==> config.mk <==
export PLATFORM = sky130hd
export DESIGN_NAME = stream_demux
export DESIGN_NICKNAME = d
export VERILOG_FILES = /design/src/rtl/stream_demux.sv
export SDC_FILE = /design/constraint.sdc
export NUM_CORES = 1
export LEC_CHECK = 0
export BUFFER_PORTS_ARGS = -buffer_cell sky130_fd_sc_hd__buf_2
export CAP_MARGIN = 40
export CORE_MARGIN = 1.5
export CORE_UTILIZATION = 58
export CTS_CLUSTER_SIZE = 40
export DETAILED_ROUTE_END_ITERATION = 8
export PLACE_DENSITY = 0.82
export SLEW_MARGIN = 20
export SYNTH_ARGS = -nofsm -noshare
export SYNTH_HDL_FRONTEND = slang
export SYNTH_SLANG_ARGS = --single-unit
==> constraint.sdc <==
create_clock -name clk -period 5.25 [get_ports clk]
set_input_delay 1.05 -clock clk [delete_from_list [all_inputs] [get_ports clk]]
set_output_delay 1.05 -clock clk [all_outputs]
set_load 0.01 [all_outputs]
==> src/rtl/stream_demux.sv <==
// ---------------------------------------------------------------------------
// stream_demux : routes one valid/ready input stream into two independent FIFOs
// Rev 1.0
// ---------------------------------------------------------------------------
`default_nettype none

module stream_demux #(
  parameter int WIDTH = 32,
  parameter int DEPTH = 2
) (
  input  logic                     clk,
  input  logic                     rst_n,
  input  logic                     in_valid,
  output logic                     in_ready,
  input  logic [WIDTH-1:0]         in_data,
  input  logic                     in_sel,
  output logic                     out0_valid,
  input  logic                     out0_ready,
  output logic [WIDTH-1:0]         out0_data,
  output logic [$clog2(DEPTH):0]   out0_count,
  output logic                     out1_valid,
  input  logic                     out1_ready,
  output logic [WIDTH-1:0]         out1_data,
  output logic [$clog2(DEPTH):0]   out1_count
);

  localparam int AW = $clog2(DEPTH);
  localparam int CW = AW + 1;

  logic [1:0]       w_valid;
  logic [1:0]       w_full;
  logic [1:0]       w_oready;
  logic [WIDTH-1:0] w_data [2];
  logic [CW-1:0]    w_cnt  [2];

  assign w_oready = {out1_ready, out0_ready};

  // Readiness looks only at the selected FIFO's stored state, never at in_valid
  // or at a same-cycle pop.
  assign in_ready = ~w_full[in_sel];

  assign out0_valid = w_valid[0];
  assign out1_valid = w_valid[1];
  assign out0_data  = w_data[0];
  assign out1_data  = w_data[1];
  assign out0_count = w_cnt[0];
  assign out1_count = w_cnt[1];

  genvar p;
  generate
    for (p = 0; p < 2; p++) begin : g_port
      logic [WIDTH-1:0] r_mem [DEPTH];
      logic [AW-1:0]    r_wptr;
      logic [AW-1:0]    r_rptr;
      logic [CW-1:0]    r_cnt;
      logic             w_push;
      logic             w_pop;

      assign w_push     = in_valid & in_ready & (in_sel == 1'(p));
      assign w_pop      = w_valid[p] & w_oready[p];
      assign w_valid[p] = (r_cnt != '0);
      assign w_full[p]  = (r_cnt == CW'(DEPTH));
      assign w_cnt[p]   = r_cnt;
      // Gate the head with valid so stale storage never shows after reset.
      assign w_data[p]  = w_valid[p] ? r_mem[r_rptr] : '0;

      always_ff @(posedge clk) begin
        if (w_push) begin
          r_mem[r_wptr] <= in_data;
        end
      end

      always_ff @(posedge clk or negedge rst_n) begin
        if (!rst_n) begin
          r_wptr <= '0;
          r_rptr <= '0;
          r_cnt  <= '0;
        end else begin
          if (w_push) begin
            r_wptr <= r_wptr + AW'(1);
          end
          if (w_pop) begin
            r_rptr <= r_rptr + AW'(1);
          end
          case ({w_push, w_pop})
            2'b10:   r_cnt <= r_cnt + CW'(1);
            2'b01:   r_cnt <= r_cnt - CW'(1);
            default: r_cnt <= r_cnt;
          endcase
        end
      end
    end
  endgenerate

endmodule

`default_nettype wire

# Word-level counts from Yosys, hierarchy flattened
# Memories as Yosys holds them, arrays and structs flattened.
# Index checks and enable logic that the tools add are counted.
[op_classes]
n_addsub = 8
magnitude_cmp = 1
eq_ne = 6
muxes = 10
bitwise = 7
reduce_logical = 4
[op_table]
columns = ["cell", "n"]
rows = [
  ["2-to-1 mux 32 bit", 2],
  ["== test 2 bit (second input constant)", 4],
  ["one-hot mux 2 bit (2 select lines)", 2],
  ["nonzero test 2 bit", 4],
  ["2-to-1 mux 1 bit", 6],
  ["bitwise AND 1 bit", 5],
  ["adder 1 bit (second input constant)", 4],
  ["adder 2 x 1 -> 2 bit (second input constant)", 2],
  ["== test 2 x 1 -> 1 bit (second input constant)", 2],
  ["subtractor 2 x 1 -> 2 bit (second input constant)", 2],
  ["< comparator 1 x 2 -> 1 bit (second input constant)", 1],
  ["NOT 1 bit", 2],
]
[totals]
register_bits = 8
mem_bits_rw = 128
inputBits = 38
output_inout_bits = 71
n_memories = 2
[memory_table]
columns = ["name", "words", "word_bits", "read_ports", "rd_clocked_by_memory_dff", "wr", "line_no", "rtl"]
rows = [
  ["g_port[0].r_mem", 2, 32, 1, 0, 1, "52", "logic [WIDTH-1:0] r_mem [DEPTH];"],
  ["g_port[1].r_mem", 2, 32, 1, 0, 1, "52", ""],
]

# Logic depth before layout (Yosys ltp)
# Gate-level depths: netlist of run 1.
[depth]
depth_word = 8
mapped_depth = 7
ltp_nobuf = 7

# Worst setup path after synthesis of run 1
# OpenSTA, ideal clock, no wires.
[synth_timing]
path_type = "input to register"
start = "in in_sel"
end = "mem g_port[0].r_mem[0][0], enable pin"
arrival_ns = 2.661
slack_ns = 2.168
stages = 2
path_buffers = 0
cell_sequence = "nand3b_2 nor2_1"
[synth_via]
elab_chain_len = 7
[synth_rtl]
columns = ["item", "line_no", "rtl"]
rows = [
  ["from (decl)", "16", "input logic in_sel,"],
  ["2-to-1 mux 1 bit (implied by the code) (2 in series)", "40", "assign in_ready = ~w_full[in_sel];"],
  ["NOT 1 bit", "40", ""],
  ["bitwise AND 1 bit", "59", "assign w_push = in_valid & in_ready & (in_sel == 1'(p));"],
  ["bitwise AND 1 bit *", "59", ""],
  ["2-to-1 mux 1 bit *", "68", "if (w_push) begin"],
  ["2-to-1 mux 1 bit (implied by the code) *", "69", "r_mem[r_wptr] <= in_data;"],
  ["to (decl)", "52", ""],
]
# Mark *: on every way between the ends. The rest lies on a longest branch, timed or not. The select of a mux whose other input is x is not followed.

# Worst setup path in the final report of run 1
[layout_timing]
start = "reg g_port[1].r_rptr"
end = "out out1_data[21]"
[layout_via]
elab_chain_len = 2
[layout_rtl]
columns = ["item", "line_no", "rtl"]
rows = [
  ["from (decl)", "54", "logic [AW-1:0] r_rptr;"],
  ["from (signal assigned)", "83", "r_rptr <= r_rptr + AW'(1);"],
  ["memory (2 x 32 bit)", "n/a", ""],
  ["2-to-1 mux 32 bit", "65", "assign w_data[p] = w_valid[p] ? r_mem[r_rptr] : '0;"],
  ["to (decl)", "23", "output logic [WIDTH-1:0] out1_data,"],
]
# No other way between the ends.

==> flow_metrics.py, run 1 <==
metrics = {
    "run_status": {
        "status": "complete, no violations",
    },
    "cells_and_area": {
        "nFillCells": 539,
        "multi_input_area_mm2": 0.001131,
        "final_area_mm2": 0.006648,
        "final_util": 0.7586,
        "seq_area_mm2": 0.004046,
        "syn_to_final_growth_pct": 26.08,
        "nNetsFinal": 470,
        "drive_gt1_frac": 0.3597,
    },
    "sta": {
        "fmax_mhz": 332.3,
        "finalHoldViolCount": 0,
        "fin_crit_ns": 3.010,
        "period_share": 0.5733,
        "slew_violations": 0,
        "worst_pin_slew_ns": 0.5759,
        "fin_skew_ns": 0.008022,
        "setup_viol": 0,
        "setup-tns-final_ns": 0,
        "rsz0062_at_grt": "false",
        "relSlewSlack": 0.6152,
    },
    "floorplan": {
        "ios": 109,
        "coreArea_mm2": 0.008763,
        "die_w_um": 98.35,
        "die-height_um": 98.35,
        "rows": 34,
        "dieArea_mm2": 0.009672,
        "start_util": 0.6017,
    },
    "setup_path": {
        "path_class": "flop to output pin",
        "rr_worst_depth": 8,
        "arrival_ns": 1.96,
        "rrSetupSlack_ns": 3.26,
        "critPathRequiredTime_ns": 4.20,
        "cp_max_fo": 19,
        "start_kind": "flop",
        "crit_path_end_kind": "output pin",
    },
    "placement": {
        "placed_area_mm2": 0.006026,
        "port_buffers": 108,
        "dp_hpwl_mm": 6.524,
        "gp_congestion": 0.7186,
    },
    "yosys": {
        "synth_area_leader_cell": "edfxtp_1",
        "netlist_instances": 309,
        "synth.top_cells.by_count": "edfxtp_1, nor2_1, mux2i_1",
        "syn_nets": 349,
        "synth_warnings": 0,
        "synth.avg_cell_area_um2": 17.06,
        "post_synth_instance_area_mm2": 0.005273,
        "synth-seq-cells": 136,
        "async_reset_ff_frac": 0.05882,
        "synthFlopType": "edfxtp_1",
        "ys_seq_area_frac": 0.7670,
        "synth_cell_types": 18,
        "post-synth-top-count-cell": "edfxtp_1",
        "synth.area.top_cells": "edfxtp_1, mux2i_1, nor2_1",
        "synth_top_area_share": 0.7290,
        "synth_edf_count": 128,
    },
    "pwr": {
        "power_mw": 3.916,
        "power_density_mw_per_mm2": 589.1,
        "p_leak_nw": 2.699,
        "peakVddDrop_uv": 307.7,
    },
    "grt": {
        "grt_pass1_wl_mm": 15.47,
        "track_usage": 0.2186,
        "grt_pass1_vias": 2950,
        "grt_max_degree": 34,
        "antenna_found_initial": 0,
        "overflow": 0,
    },
    "routing": {
        "post_drt_wl_per_cell_um": 18.15,
        "ant_nets": 0,
        "met3_length_um": 665,
        "maxUsedRoutingLayer": "met4",
        "routed_via_density": 5.388,
        "drc": 0,
        "dr.pass1.iters": 4,
        "drt_iter0_markers": 162,
        "routed_wl_mm": 9.999,
        "wl_met2_mm": 4.877,
        "vias": 2969,
        "wl_met1_mm": 4.258,
    },
    "clock_tree": {
        "clock_sinks": 136,
        "cts-root-buf": "clkbuf_8",
        "cts_setup_buffers": 0,
        "h-tree-depth": 4,
        "clock_path_buffers": 2,
        "post_cts_resized": 0,
        "cts_tree": "done",
        "cts.clk_slew.worst_paths_ns": 0.06,
        "cts_hold_buf": 0,
        "numCtsBuffers": 17,
        "clk_latency_ns": 0.51,
    },
    "run": {
        "cap_viol_max_count": 0,
    },
    "min_path": {
        "min-delay-path-class": "primary input to async pin",
    },
}
[worst max-delay path, cell delays in order, from the launching register on]
cell and delay, ns:
dfrtp_2 0.67, buf_12 0.26, mux2i_1 0.29, nor2_1 0.07
buf_2 0.16
[per-layer routing]
| layer | up-vias | GRT usage |
|---|---|---|
| li1 | 1372 | - |
| met1 | 1453 | 0.2859 |
| met2 | 128 | 0.3409 |
| met3 | 16 | 0.06800 |
| met4 | 0 | 0.09751 |
| met5 | - | 0 |
[per-stage QoR]
| step | hold slack (ns) | setup WS [ns] | cells |
|---|---|---|---|
| final | 0.3829 | 2.240 | 551 |
| after global routing | 0.3642 | 2.126 | 550 |
| after CTS | 0.3490 | 2.110 | 548 |
| after detailed placement | 0.5466 | 2.589 | 517 |
| after global placement | 0.5339 | 2.594 | 511 |
| after floorplan | 0.4676 | 2.168 | 309 |
[sequential cells by signal, summed over array words and instances, names as in the netlist]
signal	count
g_port.r_wptr	2
g_port.r_mem	128
out0_count	2
g_port.r_rptr	2
out1_count	2
[cell usage in the layout, fill, tap and decap left out]
master | Yosys | routed
edfxtp_1 | 128 | 128
buf_2 | 6 | 108
nor2_1 | 70 | 66
mux2i_1 | 64 | 64
clkbuf_16 | 0 | 16
nor2_4 | 2 | 6
xnor2_1 | 6 | 6
dfrtp_1 | 8 | 6
buf_16 | 0 | 6
xor2_1 | 4 | 4
clkinv_2 | 0 | 4
inv_1 | 3 | 3
bufinv_16 | 0 | 3
clkinvlp_4 | 0 | 3
and2_4 | 2 | 2
nand2b_1 | 2 | 2
ha_1 | 2 | 2
clkinv_1 | 0 | 2
dfrtp_2 | 0 | 2
buf_12 | 0 | 2
diode_2 | 0 | 1
inv_2 | 1 | 1
mux2_2 | 1 | 1
nand3_2 | 1 | 1
nand3b_2 | 1 | 1
clkbuf_8 | 0 | 1
inv_6 | 0 | 1
clkinv_4 | 0 | 1
[final timing paths]
| path | from | endpoint |
|---|---|---|
| max | g_port[1].r_rptr | out1_data[21] |
| min | rst_n | out1_count[1] |
| max reg2reg | out1_count[0] | out1_count[1] |
| min reg2reg | g_port[0].r_wptr | g_port[0].r_wptr |
| max in group asynchronous | rst_n | g_port[0].r_rptr |
| min in group clk | g_port[0].r_wptr | g_port[0].r_wptr |
[kinds of logic after synthesis]
logic type	share of synthesized area
flops	0.7670
simple gates	0.06383
mux	0.1236
xor+xnor	0.01661
buf+inv	0.02420
fa+ha+maj	0.004745
[where the power goes]
part | leakage (nW) | total, mW | switching (mW) | internal, mW
Sequential | 1.26 | 1.50 | 0.133 | 1.36
Clock | 0.275 | 1.14 | 0.423 | 0.714
Combinational | 1.16 | 1.28 | 0.712 | 0.571
[final cells by class]
| cell class | instances | area share |
|---|---|---|
| multi-input cells | 155 | 0.1701 |
| well taps | 108 | 0.02033 |
| clock inverters | 14 | 0.02372 |
| repair buffers | 116 | 0.1122 |
| clock buffers | 17 | 0.06230 |
| flip-flops and latches | 136 | 0.6087 |
| diodes | 1 | 0.0003764 |
| inverters | 4 | 0.002259 |
No activity file was read; power rests on OpenSTA's default activity.
==> inputs of run 2 (changes only) <==
--- a/config.mk
+++ b/config.mk
@@ -8,10 +8,10 @@
 export BUFFER_PORTS_ARGS = -buffer_cell sky130_fd_sc_hd__buf_2
 export CAP_MARGIN = 40
 export CORE_MARGIN = 1.5
-export CORE_UTILIZATION = 58
+export CORE_UTILIZATION = 54
 export CTS_CLUSTER_SIZE = 40
 export DETAILED_ROUTE_END_ITERATION = 8
-export PLACE_DENSITY = 0.82
+export PLACE_DENSITY = 0.77
 export SLEW_MARGIN = 20
 export SYNTH_ARGS = -nofsm -noshare
 export SYNTH_HDL_FRONTEND = slang
==> constraint.sdc (replaced) <==
create_clock -name clk -period 3 [get_ports clk]
set_input_delay 0.6 -clock clk [delete_from_list [all_inputs] [get_ports clk]]
set_output_delay 0.6 -clock clk [all_outputs]
set_load 0.01 [all_outputs]
==> run 2 against run 1 <==
Effect of this change:
- total power up 71%
- sequential share of layout area grew 0.92 points
- design area fell by 1.5%
- utilization decreased by 6.0 points
- final cell count increased by 3.8%
- global-route usage decreased by 1.8 points
- worst hold slack got worse by 0.071 ns
- first-iteration DRC count shrank 23%
- via count shrank 0.47%
- combinational power increased by 64%
- setup slack worse by 1.8 ns
==> flow_metrics.py, run 2 (synthesis results as in run 1) <==
metrics = {
    "run_status": {
        "status": "complete, no violations",
    },
    "sta": {
        "period_share": 0.8683,
        "relSlewSlack": 0.4796,
        "rsz0062_at_grt": "false",
        "fin_crit_ns": 2.605,
        "setup_viol": 0,
        "worst_pin_slew_ns": 0.7787,
        "setup-tns-final_ns": 0,
        "whs_ns": 0.3119,
        "slew_violations": 0,
        "finalHoldViolCount": 0,
        "fmax_mhz": 383.9,
        "fin_skew_ns": 0.008226,
    },
    "cells_and_area": {
        "largest_reg_flops": 128,
        "drive_gt1_frac": 0.3634,
        "mostFrequentLayoutCells": "edfxtp_1, buf_2, nor2_1",
        "antenna_cells": 0,
        "seq_area_mm2": 0.004046,
        "syn_to_final_growth_pct": 24.21,
        "top_register": "g_port.r_mem",
        "nFillCells": 657,
        "final_common_cell": "edfxtp_1",
        "final_util": 0.6988,
        "final_cells": 572,
        "nNetsFinal": 471,
        "multi_input_area_mm2": 0.001131,
    },
    "placement": {
        "dp_hpwl_mm": 6.262,
        "place_inst": 539,
        "port_buffers": 108,
        "gp_congestion": 0.7399,
    },
    "setup_path": {
        "cp.depth": 4,
        "path_class": "flop to output pin",
        "rr_worst_depth": 6,
        "critPathMaxStageDelay_ns": 0.69,
        "cp_max_fo": 17,
        "start_kind": "flop",
        "cp_num_buf_inv": 2,
        "crit_family": "flip-flops",
        "crit_path_end_kind": "output pin",
        "crit_chain": "buf_4, mux2i_1, nor2_1, buf_2",
        "critPathRequiredTime_ns": 2.40,
        "arrival_ns": 2.00,
        "critPathSlowestCell": "dfrtp_2",
    },
    "grt": {
        "grt_pass1_wl_mm": 15.04,
        "grt_max_degree": 34,
        "overflow": 0,
        "antenna_found_initial": 0,
        "grt_pass1_vias": 2987,
        "track_usage": 0.2006,
    },
    "clock_tree": {
        "cts_tree": "done",
        "clock_sinks": 136,
        "post_cts_resized": 0,
        "clk_latency_ns": 0.51,
        "clock_path_buffers": 2,
        "h-tree-depth": 4,
        "numCtsBuffers": 17,
        "cts-root-buf": "clkbuf_8",
        "cts.clk_slew.worst_paths_ns": 0.06,
    },
    "routing": {
        "ant_nets": 0,
        "drt_iter0_markers": 124,
        "post_drt_wl_per_cell_um": 17.29,
        "vias": 2955,
        "routed_via_density": 5.166,
        "routed_wl_mm": 9.890,
        "dr.pass1.iters": 4,
        "drc": 0,
    },
    "run": {
        "cap_viol_max_count": 0,
    },
    "pwr": {
        "power_density_mw_per_mm2": 1021,
        "peakVddDrop_uv": 585.1,
        "p_leak_nw": 2.657,
    },
    "floorplan": {
        "die-height_um": 101.8,
        "coreArea_mm2": 0.009371,
        "rows": 35,
        "die_w_um": 101.8,
        "start_util": 0.5626,
        "ios": 109,
        "dieArea_mm2": 0.01037,
    },
    "min_path": {
        "min-delay-path-class": "primary input to flop",
        "hold_path_depth": 1,
    },
}
[run 2: changes by cell type in the layout (fill, tap and decap cells not counted), sizes merged]
cell         delta
diode           -1
clkinv          -1
inv             +2
dlygate4sd3     +1
bufinv          -1
[run 2: final timing paths]
path,startpoint,to,slack [ns]
worst max-delay path,g_port[0].r_rptr,out0_data[26],0.40
worst min-delay path,in_data[27],g_port[1].r_mem[1][27],0.31
worst max register to register,out0_count[0],out0_count[1],0.92
worst min register to register,g_port[1].r_wptr,g_port[1].r_wptr,0.55
max in group asynchronous,rst_n,g_port[1].r_rptr,2.34
min in group asynchronous,rst_n,g_port[1].r_wptr,0.47
[run 2: layout make-up]
type                       instances  share of cell area
multi-input combinational        155              0.1727
tap                              129             0.02465
clock buffer                      17             0.06324
sequential                       136              0.6179
timing repair buffer             117             0.09629
clock inverter                    14             0.02293
inverter                           4            0.002293
[run 2: what timing repair did]
| action | 4_1_cts | 5_1_grt |
|---|---|---|
| hold buffers | 1 | 0 |
| buffers inserted | 0 | 0 |
| hold endpoints to repair | 8 | 0 |
[run 2: layer usage]
layer	track usage	share of wire	up-vias	wire length, um
met4	0.05796	0.0052	0	51
li1	-	-	1371	-
met2	0.3385	0.50	110	4955
met1	0.2560	0.44	1465	4373
met3	0.05882	0.052	9	510
met5	0	0	-	0
[run 2: power by group]
| part | total, mW | internal [mW] | switching, mW |
|---|---|---|---|
| logic | 2.10 | 0.897 | 1.21 |
| clock network | 1.96 | 1.18 | 0.775 |
| registers | 2.63 | 2.38 | 0.245 |
[run 2: stage by stage]
stage                     cell area, um2  setup slack (ns)  power, mW
after floorplan                     5273            0.3676      3.979
after global placement              5959            0.8600      4.704
after detailed placement            5959            0.8169      4.751
after CTS                           6534            0.3517      6.716
after global routing                6549            0.2960      7.007
final                               6549            0.3952      6.689
